$ cat config.mk
export PLATFORM = sky130hd
export DESIGN_NAME = ko4_mul_seq
export DESIGN_NICKNAME = d
export VERILOG_FILES = /design/src/rtl/ko4_mul_seq_pkg.sv /design/src/rtl/ko4_limb_mul.sv /design/src/rtl/ko_mul_split.sv /design/src/rtl/ko4_mul_seq.sv
export SDC_FILE = /design/constraint.sdc
export NUM_CORES = 2
export LEC_CHECK = 0
export CAP_MARGIN = 25
export CORE_MARGIN = 4
export CORE_UTILIZATION = 44
export DETAILED_ROUTE_END_ITERATION = 8
export PLACE_DENSITY_LB_ADDON = 0.08
export SYNTH_ARGS = -nofsm -noshare
export SYNTH_HDL_FRONTEND = slang
export SYNTH_HIERARCHICAL = 1
export SYNTH_SLANG_ARGS = --single-unit
export TNS_END_PERCENT = 30
$ cat constraint.sdc
create_clock -name clk -period 21.9 [get_ports clk]
set_input_delay 2.19 -clock clk [delete_from_list [all_inputs] [get_ports clk]]
set_output_delay 2.19 -clock clk [all_outputs]
set_load 0.02 [all_outputs]
$ cat src/rtl/ko4_mul_seq_pkg.sv
// ko4_mul_seq_pkg: shared sizing constants, FSM encoding and cross-pair table for the KO4 multiplier
// Holds the default DATA_WIDTH / KO_PARAMETER, the derived limb width LW and the state type.
package ko4_mul_seq_pkg;
    localparam int DEF_DATA_WIDTH   = 72;
    localparam int DEF_KO_PARAMETER = 4;

    function automatic int ko_lw(input int dw, input int n);
        return dw / n;
    endfunction

    localparam int LW = ko_lw(DEF_DATA_WIDTH, DEF_KO_PARAMETER);

    typedef enum logic [1:0] {IDLE, DIAG, CROSS, DONE} state_e;

    // Cross pair c (0..5) packed as {i, j}; order (0,1),(0,2),(0,3),(1,2),(1,3),(2,3)
    function automatic logic [3:0] ko_pair(input logic [3:0] c);
        return c == 4'd0 ? 4'b00_01 :
               c == 4'd1 ? 4'b00_10 :
               c == 4'd2 ? 4'b00_11 :
               c == 4'd3 ? 4'b01_10 :
               c == 4'd4 ? 4'b01_11 : 4'b10_11;
    endfunction
endpackage

$ cat src/rtl/ko4_limb_mul.sv
// ko4_limb_mul: shared unsigned (LW+1)x(LW+1) multiplier for the KO4 sub-products
// Ports: clk_i/rst_ni clock and async active-low reset, a_i/b_i factors, p_o product.
// KO_MUL_PIPE_EN: when defined the product is registered (one cycle of latency).
module ko4_limb_mul #(
    parameter int W = 19
) (
    input  logic           clk_i,
    input  logic           rst_ni,
    input  logic [W-1:0]   a_i,
    input  logic [W-1:0]   b_i,
    output logic [2*W-1:0] p_o
);
    logic [2*W-1:0] p;
    assign p = a_i * b_i;
`ifdef KO_MUL_PIPE_EN
    always_ff @(posedge clk_i or negedge rst_ni) begin
        if (!rst_ni) p_o <= '0;
        else         p_o <= p;
    end
`else
    logic unused_clk;
    assign unused_clk = clk_i ^ rst_ni;
    assign p_o = p;
`endif
endmodule

$ cat src/rtl/ko_mul_split.sv
// ko_mul_split: cuts an operand into four equal limbs, limb 0 holding the LSBs
// Ports: x_i operand in, limbs_o four LW-bit limbs out.
module ko_mul_split #(
    parameter int DATA_WIDTH = 72,
    parameter int LW         = 18
) (
    input  logic [DATA_WIDTH-1:0] x_i,
    output logic [3:0][LW-1:0]    limbs_o
);
    for (genvar i = 0; i < 4; i++) begin : g_limb
        assign limbs_o[i] = x_i[i*LW +: LW];
    end
endmodule

$ cat src/rtl/ko4_mul_seq.sv
// ko4_mul_seq: sequential 4-limb Karatsuba-Ofman multiplier sharing one limb multiplier over 10 steps
// Ports: clk, rst_n (async active-low), in_valid/in_ready + mul_a/mul_b operand handshake,
//        out_valid/out_ready + product result handshake.
// KO_MUL_PIPE_EN: registers the shared multiplier output; adds one drain step (latency 12 vs 11).
module ko4_mul_seq
    import ko4_mul_seq_pkg::*;
#(
    parameter int DATA_WIDTH   = DEF_DATA_WIDTH,
    parameter int KO_PARAMETER = DEF_KO_PARAMETER
) (
    input  logic                    clk,
    input  logic                    rst_n,
    input  logic                    in_valid,
    output logic                    in_ready,
    input  logic [DATA_WIDTH-1:0]   mul_a,
    input  logic [DATA_WIDTH-1:0]   mul_b,
    output logic                    out_valid,
    input  logic                    out_ready,
    output logic [2*DATA_WIDTH-1:0] product
);
    localparam int L  = ko_lw(DATA_WIDTH, KO_PARAMETER);
    localparam int PL = 2*L + 2;
    localparam int PW = 2*DATA_WIDTH;
`ifdef KO_MUL_PIPE_EN
    localparam logic [3:0] LAST = 4'd10;
`else
    localparam logic [3:0] LAST = 4'd9;
`endif
    state_e              state_q;
    logic [3:0]          step_q;
    logic [3:0][L-1:0]   a_l, b_l, a_q, b_q;
    logic [3:0][2*L-1:0] d_q;
    logic [PW-1:0]       acc_q, acc_d;
    logic [L:0]          ma, mb;
    logic [PL-1:0]       p, term;
    logic [3:0]          pi, pa, idx;
    logic [2:0]          sh;
    logic                busy, acc_en;

    ko_mul_split #(.DATA_WIDTH(DATA_WIDTH), .LW(L)) u_split_a (.x_i(mul_a), .limbs_o(a_l));
    ko_mul_split #(.DATA_WIDTH(DATA_WIDTH), .LW(L)) u_split_b (.x_i(mul_b), .limbs_o(b_l));
    ko4_limb_mul #(.W(L+1)) u_mul (.clk_i(clk), .rst_ni(rst_n), .a_i(ma), .b_i(mb), .p_o(p));

    // Issue side: steps 0..3 are diagonal limbs, steps 4..9 are limb-pair sums
    always_comb begin
        pi = ko_pair(step_q - 4'd4);
        ma = step_q < 4'd4 ? {1'b0, a_q[step_q[1:0]]} : {1'b0, a_q[pi[3:2]]} + {1'b0, a_q[pi[1:0]]};
        mb = step_q < 4'd4 ? {1'b0, b_q[step_q[1:0]]} : {1'b0, b_q[pi[3:2]]} + {1'b0, b_q[pi[1:0]]};
    end

    // Accumulate side: idx is the step whose multiplier result is currently on p
    always_comb begin
        busy = state_q == DIAG || state_q == CROSS;
`ifdef KO_MUL_PIPE_EN
        idx    = step_q - 4'd1;
        acc_en = busy && step_q != 4'd0;
`else
        idx    = step_q;
        acc_en = busy;
`endif
        pa    = ko_pair(idx - 4'd4);
        term  = idx < 4'd4 ? p : p - PL'(d_q[pa[3:2]]) - PL'(d_q[pa[1:0]]);
        sh    = idx < 4'd4 ? {idx[1:0], 1'b0} : {1'b0, pa[3:2]} + {1'b0, pa[1:0]};
        acc_d = acc_q + (PW'(term) << (int'(sh) * L));
    end

    always_ff @(posedge clk or negedge rst_n) begin
        if (!rst_n) begin
            state_q   <= IDLE;
            step_q    <= '0;
            a_q       <= '0;
            b_q       <= '0;
            d_q       <= '0;
            acc_q     <= '0;
            in_ready  <= 1'b0;
            out_valid <= 1'b0;
            product   <= '0;
        end else begin
            if (acc_en) acc_q <= acc_d;
            if (acc_en && idx < 4'd4) d_q[idx[1:0]] <= p[2*L-1:0];
            case (state_q)
                IDLE: begin
                    in_ready <= 1'b1;
                    if (in_valid && in_ready) begin
                        a_q      <= a_l;
                        b_q      <= b_l;
                        acc_q    <= '0;
                        step_q   <= '0;
                        in_ready <= 1'b0;
                        state_q  <= DIAG;
                    end
                end
                DIAG: begin
                    step_q <= step_q + 4'd1;
                    if (step_q == 4'd3) state_q <= CROSS;
                end
                CROSS: begin
                    step_q <= step_q + 4'd1;
                    if (step_q == LAST) state_q <= DONE;
                end
                DONE: begin
                    out_valid <= 1'b1;
                    product   <= acc_q;
                    if (out_valid && out_ready) begin
                        out_valid <= 1'b0;
                        in_ready  <= 1'b1;
                        state_q   <= IDLE;
                    end
                end
            endcase
        end
    end
endmodule

After elaboration in Yosys (flattened, before gate mapping)
Index checks and enable logic that the tools add are counted.

Divide/modulo/power cells: 0. Muxes and demuxes: 42. $lt $le $gt $ge: 5. Bitwise gates (word level): 0. Eq/ne operators: 13. Shifts and indexed selects: 1. $mul: 2. Reductions and logical operators: 14. $add $sub $neg: 8.

Operators by type and width (number): 2-to-1 mux 144 bit (3); binary-select mux 18 bit (select 2 bit) (6); adder 144 bit (1); binary-select mux 36 bit (select 2 bit) (2); bitwise mux 144 bit (1); << shifter 38 x 8 -> 144 bit (1); 2-to-1 mux 18 bit (6); 2-to-1 mux 36 bit (3); subtractor 38 x 36 -> 38 bit (2); demux 36 bit (select 2 bit) (1); adder 18 x 18 -> 19 bit (2); multiplier 19 x 19 -> 38 bit (1); 2-to-1 mux 19 bit (2); 2-to-1 mux 38 bit (1); 2-to-1 mux 4 bit (6); == test 4 x 2 -> 1 bit, second input constant (3); less-than comparator 2 x 3 -> 1 bit, second input constant (3); 2-to-1 mux 2 bit (4); one-hot mux 2 bit (4 select lines) (1); one-hot mux 4 bit (2 select lines) (1); multiplier 3 x 4 -> 7 bit, second input constant (1); AND reduction 2 bit (3); adder 4 x 1 -> 4 bit, second input constant (1); == test 2 bit, second input constant (2); 20 further kinds (28).

Bits in writable memories: 0. Register bits after elaboration: 584. Output and inout bits: 146. Bits in latches: 0. Bits in read-only memories: 0. Memories: 0. Word-level logic and storage cells: 103.

Depth between registers and ports, before layout
Depth after elaboration: 20. Depth in mapped cells: 80. Gate-level depth less buffers: 73.

Hierarchy
The synthesis kept the hierarchy.

Modules (own cells, without submodules): ko4_mul_seq (cells an instance 5051, area an instance 42808.6 um^2, instances 1, sequential area each 14614.0 um^2); ko4_limb_mul (cells an instance 1417, area an instance 12236.7 um^2, instances 1, sequential area each 0.0 um^2); ko_mul_split (cells an instance 72, area an instance 540.5 um^2, instances 2, sequential area each 0.0 um^2).

Least setup slack after synthesis
No wires, ideal clock.

Path type: flip-flop to flip-flop. Start: register step_q[1], in the netlist idx[1]. End: register acc_q[136]. Setup slack: 5.215 ns. Arrival time: 16.564 ns. Cell stages (with the launch flop): 76. Data required time: 21.778 ns. Path buffers: 5. Setup time: 0.122 ns. Cells stage by stage: dfrtp_1 -> clkbuf_1 -> buf_1 -> inv_1 -> ha_1 -> o21ai_1 -> nor2_1 -> inv_2 -> buf_1 -> mux2i_1 -> o21ai_0 -> ha_1 -> inv_1 -> fa_1 -> nor2b_1 -> o21ai_0 -> a21boi_0 -> o21ai_0 -> (+40 left out) -> a211oi_1 -> xor2_1 -> a21oi_1 -> a211oi_1 -> ha_1 -> nand4_1 -> nor4_2 -> o2111ai_1 -> a31oi_1 -> nor3_1 -> or4_4 -> a2111oi_4 -> o211ai_2 -> a21oi_2 -> o21ai_2 -> a211oi_2 -> o21ai_0 -> a32o_1.

Word-level cells in the longest chain between the ends: 20. Elaborated cells on any way between the ends: 44. Classes of those cells: add/sub: 7; mul: 2; order compare: 1; eq/ne: 4; shift: 1; mux: 28; reduce/logical: 1.

Ends and longest elaborated chain: start: declaration (line ko4_mul_seq.sv:30) `logic [3:0] step_q;`; start signal: assignment (line ko4_mul_seq.sv:94) `step_q <= step_q + 4'd1;`; start signal: assignment (line ko4_mul_seq.sv:98) `step_q <= step_q + 4'd1;`; subtractor 4 x 3 -> 4 bit (line ko4_mul_seq.sv:46) `pi = ko_pair(step_q - 4'd4);`; == test 4 x 3 -> 1 bit (line ko4_mul_seq_pkg.sv:21) `c == 4'd4 ? 4'b01_11 : 4'b10_11;`; 2-to-1 mux 4 bit (line ko4_mul_seq_pkg.sv:21); 2-to-1 mux 4 bit (line ko4_mul_seq_pkg.sv:20) `c == 4'd3 ? 4'b01_10 :`; 2-to-1 mux 4 bit (line ko4_mul_seq_pkg.sv:19) `c == 4'd2 ? 4'b00_11 :`; 2-to-1 mux 4 bit (line ko4_mul_seq_pkg.sv:18) `c == 4'd1 ? 4'b00_10 :`; 2-to-1 mux 4 bit (line ko4_mul_seq_pkg.sv:17) `return c == 4'd0 ? 4'b00_01 :`; binary-select mux 18 bit (select 2 bit) (line ko4_mul_seq.sv:47) `ma = step_q < 4'd4 ? {1'b0, a_q[step_q[1:0]]} : {1'b0, a_q[pi[3:2]]} + {1'b0, a_q[pi[1:0]]};`; (+3 left out); named net ma[14] (line ko4_mul_seq.sv:34) `logic [L:0] ma, mb;`; (+1 left out); named net p[31] (line ko4_mul_seq.sv:35) `logic [PL-1:0] p, term;`; subtractor 38 x 36 -> 38 bit (2 in a row) (line ko4_mul_seq.sv:62) `term = idx < 4'd4 ? p : p - PL'(d_q[pa[3:2]]) - PL'(d_q[pa[1:0]]);`; 2-to-1 mux 38 bit (*) (line ko4_mul_seq.sv:62); << shifter 38 x 8 -> 144 bit (*) (line ko4_mul_seq.sv:64) `acc_d = acc_q + (PW'(term) << (int'(sh) * L));`; adder 144 bit (*) (line ko4_mul_seq.sv:64); 2-to-1 mux 144 bit (*) (line ko4_mul_seq.sv:79) `if (acc_en) acc_q <= acc_d;`; 2-to-1 mux 144 bit (line ko4_mul_seq.sv:84) `if (in_valid && in_ready) begin`; 2-to-1 mux 144 bit (*) (line ko4_mul_seq.sv:81) `case (state_q)`; end signal: assignment (line ko4_mul_seq.sv:74) `acc_q <= '0;`; end signal: assignment (line ko4_mul_seq.sv:79); end signal: assignment (line ko4_mul_seq.sv:87) `acc_q <= '0;`; end: declaration (line ko4_mul_seq.sv:33) `logic [PW-1:0] acc_q, acc_d;`.

The timed path passes the listed nets; every way through them passes the cells marked *. The select of a mux whose other input is x is not followed. A chain may end at the register's enable or synchronous reset.

Worst setup path after layout
Start: register step_q[0], in the netlist idx[0]. End: register acc_q[136].

Same word-level chain as after synthesis.

==> summary.txt <==
Synth
  – Sequential area share after synthesis: 26.0%
  – Yosys cell types: 105
  – Synth Warn #: 6
  – Avg Cell Area, Syn: 8.49 sq um
  – Yosys reg bits: 584
  – Async set-reset flop share out of synthesis: between 90% and 100%
  – Post-synth EDFFs: 0
  – Prevailing post-synth register cell: dfrtp_1
  – Mapped cell area: 56100 sq um
  – Syn Inst Count: around 6600
  – Mapped Nets: 7438

Floorplanning
  – Die width: between 300 and 400 um
  – Initial Util: about 44%
  – Core ar.: 126000 sq um
  – # rows: 130
  – Die height: 365 um
  – I/O Pins: around 290
  – Die area: ~130000 sq um

Global route
  – Largest net degree at the start of global routing: 96
  – Antenna violations before repair: 8
  – GRT Max-Usage Layer: met1
  – Total GRT Usage: between 20% and 30%
  – First-pass GRT wire length: 291000 um
  – M1 GR Usage: 42.9%
  – GR Util met2: between 40 and 50%
  – Total grt overflow: 0
  – Met3 Track Usage GR: under 10%
  – Number of global-route vias before repair: 47104

CTS
  – Skew-Pair Late Insertion Delay: roughly 0.69 ns
  – Post CTS Setup Buffer Count: 0
  – Hold buffer count at CTS: 0
  – Clk buf depth: 3
  – CTS tree: done
  – Clock sink count: slightly below 600
  – Clk slew on worst S/H paths: 0.06 ns
  – CTS Root Cell: clkbuf_16
  – CTS Buf Count: 73
  – CTS HTree Levels: 3

Setup path
  – CP max FO: 14
  – Crit. End Element: register
  – Req. time, crit path: 22.47 ns
  – Top cell by count, worst path: inv_1
  – Crit path launch type: register
  – Slowest cell on crit path: or4_4
  – Critical path type: reg2reg
  – Crit-path max cell delay: 0.63 ns
  – Critical Path AT: 21.07 ns
  – R2r setup slk: 1.40 ns
  – Critical path's top delay family: compound AO/OA/AOI/OAI gates
  – Worst Path Buf+Inv: 11

Timing
  – RSZ-0062 raised after global routing: no
  – Setup_tns: 0 ns
  – Slew HR: 20.2%
  – Final Hold Viols: 0
  – Final setup fails: 0
  – Fin Clk Skew: 0.0369 ns
  – Max-slew violations: 0
  – Worst slew pin tran: around 1.2 ns
  – Min Clock Period, post-route: between 20 and 25 ns
  – Final critical-path share of the clock period: 93.6%
  – Max Fclk: 48.8 MHz

Placement
  – Number of port buffers: a little under 300
  – DP Wirelength: 146000 um
  – Routability cong.: 0.977

Drt
  – Vias per inst: roughly 5.8
  – Wirelength per Cell: 22.7 um
  – Post-route ant nets: 0
  – Drt first pass iters: 6
  – Vias: 47879
  – DR iter-0 viols: just over 4000
  – # DRC: 0
  – Final wirelength: 188000 um

Final layout
  – Layout Nets: 7422
  – Finished Core Util: 49.3%
  – Share of cells above drive strength 1: 10.0%
  – Area delta synth->final: 10.9%

Flow run
  – Max_cap viols: 0

Outcome
  – Status: finished, final reports clean

Worst hold path
  – Worst min-delay path category: reg2reg
Yosys cell counts, types with 13 or more instances:
cell	count	share of area [%]
a211oi_1	56	0.75
a21boi_0	29	0.39
a21o_1	119	1.6
a21oi_1	396	3.5
a31oi_1	92	1.0
and2_1	227	2.5
and3_1	31	0.35
buf_1	43	0.29
buf_4	148	2.0
clkbuf_1	299	2.0
dfrtp_1	584	26
fa_1	327	12
ha_1	351	7.8
inv_1	568	3.8
mux2_2	291	5.8
mux2i_1	179	3.2
mux4_2	36	1.4
nand2_1	1123	7.5
nand3_1	53	0.47
nand4_1	80	0.89
nor2_1	511	3.4
nor2b_1	20	0.22
nor3_1	63	0.56
nor3b_1	14	0.19
nor4_1	17	0.19
o211ai_1	30	0.40
o21a_1	48	0.64
o21ai_0	282	2.5
o21ai_1	22	0.20
o21bai_1	72	0.96
o22ai_1	23	0.26
o31a_1	13	0.20
o31ai_1	28	0.37
or2_2	17	0.19
or3_1	17	0.19
xnor2_1	140	2.2
xor2_1	54	0.84
layout by cell type (no fill, tap or decap), types with 179 or more instances in the layout:
| cell type | n |
|---|---|
| nand2_1 | 1123 |
| dfrtp_1 | 582 |
| inv_1 | 567 |
| nor2_1 | 507 |
| a21oi_1 | 390 |
| ha_1 | 349 |
| fa_1 | 327 |
| clkdlybuf4s50_1 | 292 |
| mux2_2 | 291 |
| o21ai_0 | 280 |
| and2_1 | 227 |
| mux2i_1 | 179 |
per-layer routing:
layer  share of wire [%]  up-vias  wire, um
met5              0.0069        -        13
met4                 2.4        2      4590
met3                 7.8      244     14600
met2                  42     1700     78300
li1                    -    22200         -
met1                  48    23733     91000
timing repair:
action | 4_1_cts | 5_1_grt
endpoints found under the hold margin | 0 | 0
resized for setup | 0 | 6
setup endpoints to repair | 0 | 24
worst min-delay path: stages (launching register included):
cell     delay [ns]
dfrtp_1        0.36
nand2_1        0.05
nand2_1        0.06
sequential cells by signal (all words and copies together) (netlist names):
name / count
a_q: 72
acc_q: 144
b_q: 72
d_q: 144
idx: 4
in_ready: 1
out_valid: 1
product: 144
state_q: 2
cell families after synthesis:
group	synth area share, %
and+or+nand+nor	17.6
AOI/OAI and AO/OA	15.1
buffers and inverters	8.27
adders and majority gates	19.5
DFF	26.0
muxes	10.5
xor gates and xnor gates	3.03
area by class of cell:
cell class                 count  area, sq um
timing repair buffer         413         3890
fill                       12252        64000
clock buffer                  95         2040
multi-input combinational   4954        37100
tap                         1650         2060
clock inverter                33          378
inverter                     570         2140
antenna                        8         20.0
sequential                   584        14600
path summary, 6_finish.rpt:
check | startpoint | endpoint | cells after the start
max | idx[0]$_DFFE_PN0P_ | acc_q[136]$_DFF_PN0_ | 73
min | b_q[66]$_DFFE_PN0P_ | b_q[66]$_DFFE_PN0P_ | 2
max reg2reg | idx[0]$_DFFE_PN0P_ | acc_q[136]$_DFF_PN0_ | 73
min reg2reg | b_q[66]$_DFFE_PN0P_ | b_q[66]$_DFFE_PN0P_ | 2
max in group asynchronous | rst_n | product[48]$_DFFE_PN0P_ | 6
min in group asynchronous | rst_n | a_q[0]$_DFFE_PN0P_ | 1
per-stage QoR:
step / setup WS (ns) / hold slack (ns) / instances / instance area [sq um]
finish: 1.40 / 0.502 / 8307 / 62300
global route: 0.0983 / 0.510 / 8299 / 62200
CTS: 1.20 / 0.503 / 8295 / 62200
detailed placement: 1.27 / 0.489 / 8167 / 59800
global placement: 1.57 / 0.484 / 8164 / 59700
floorplan: 5.21 / 0.454 / 6612 / 56100
Power is not shown: default switching activity piles up to over one toggle a cycle in this logic, so the estimate is an artifact.
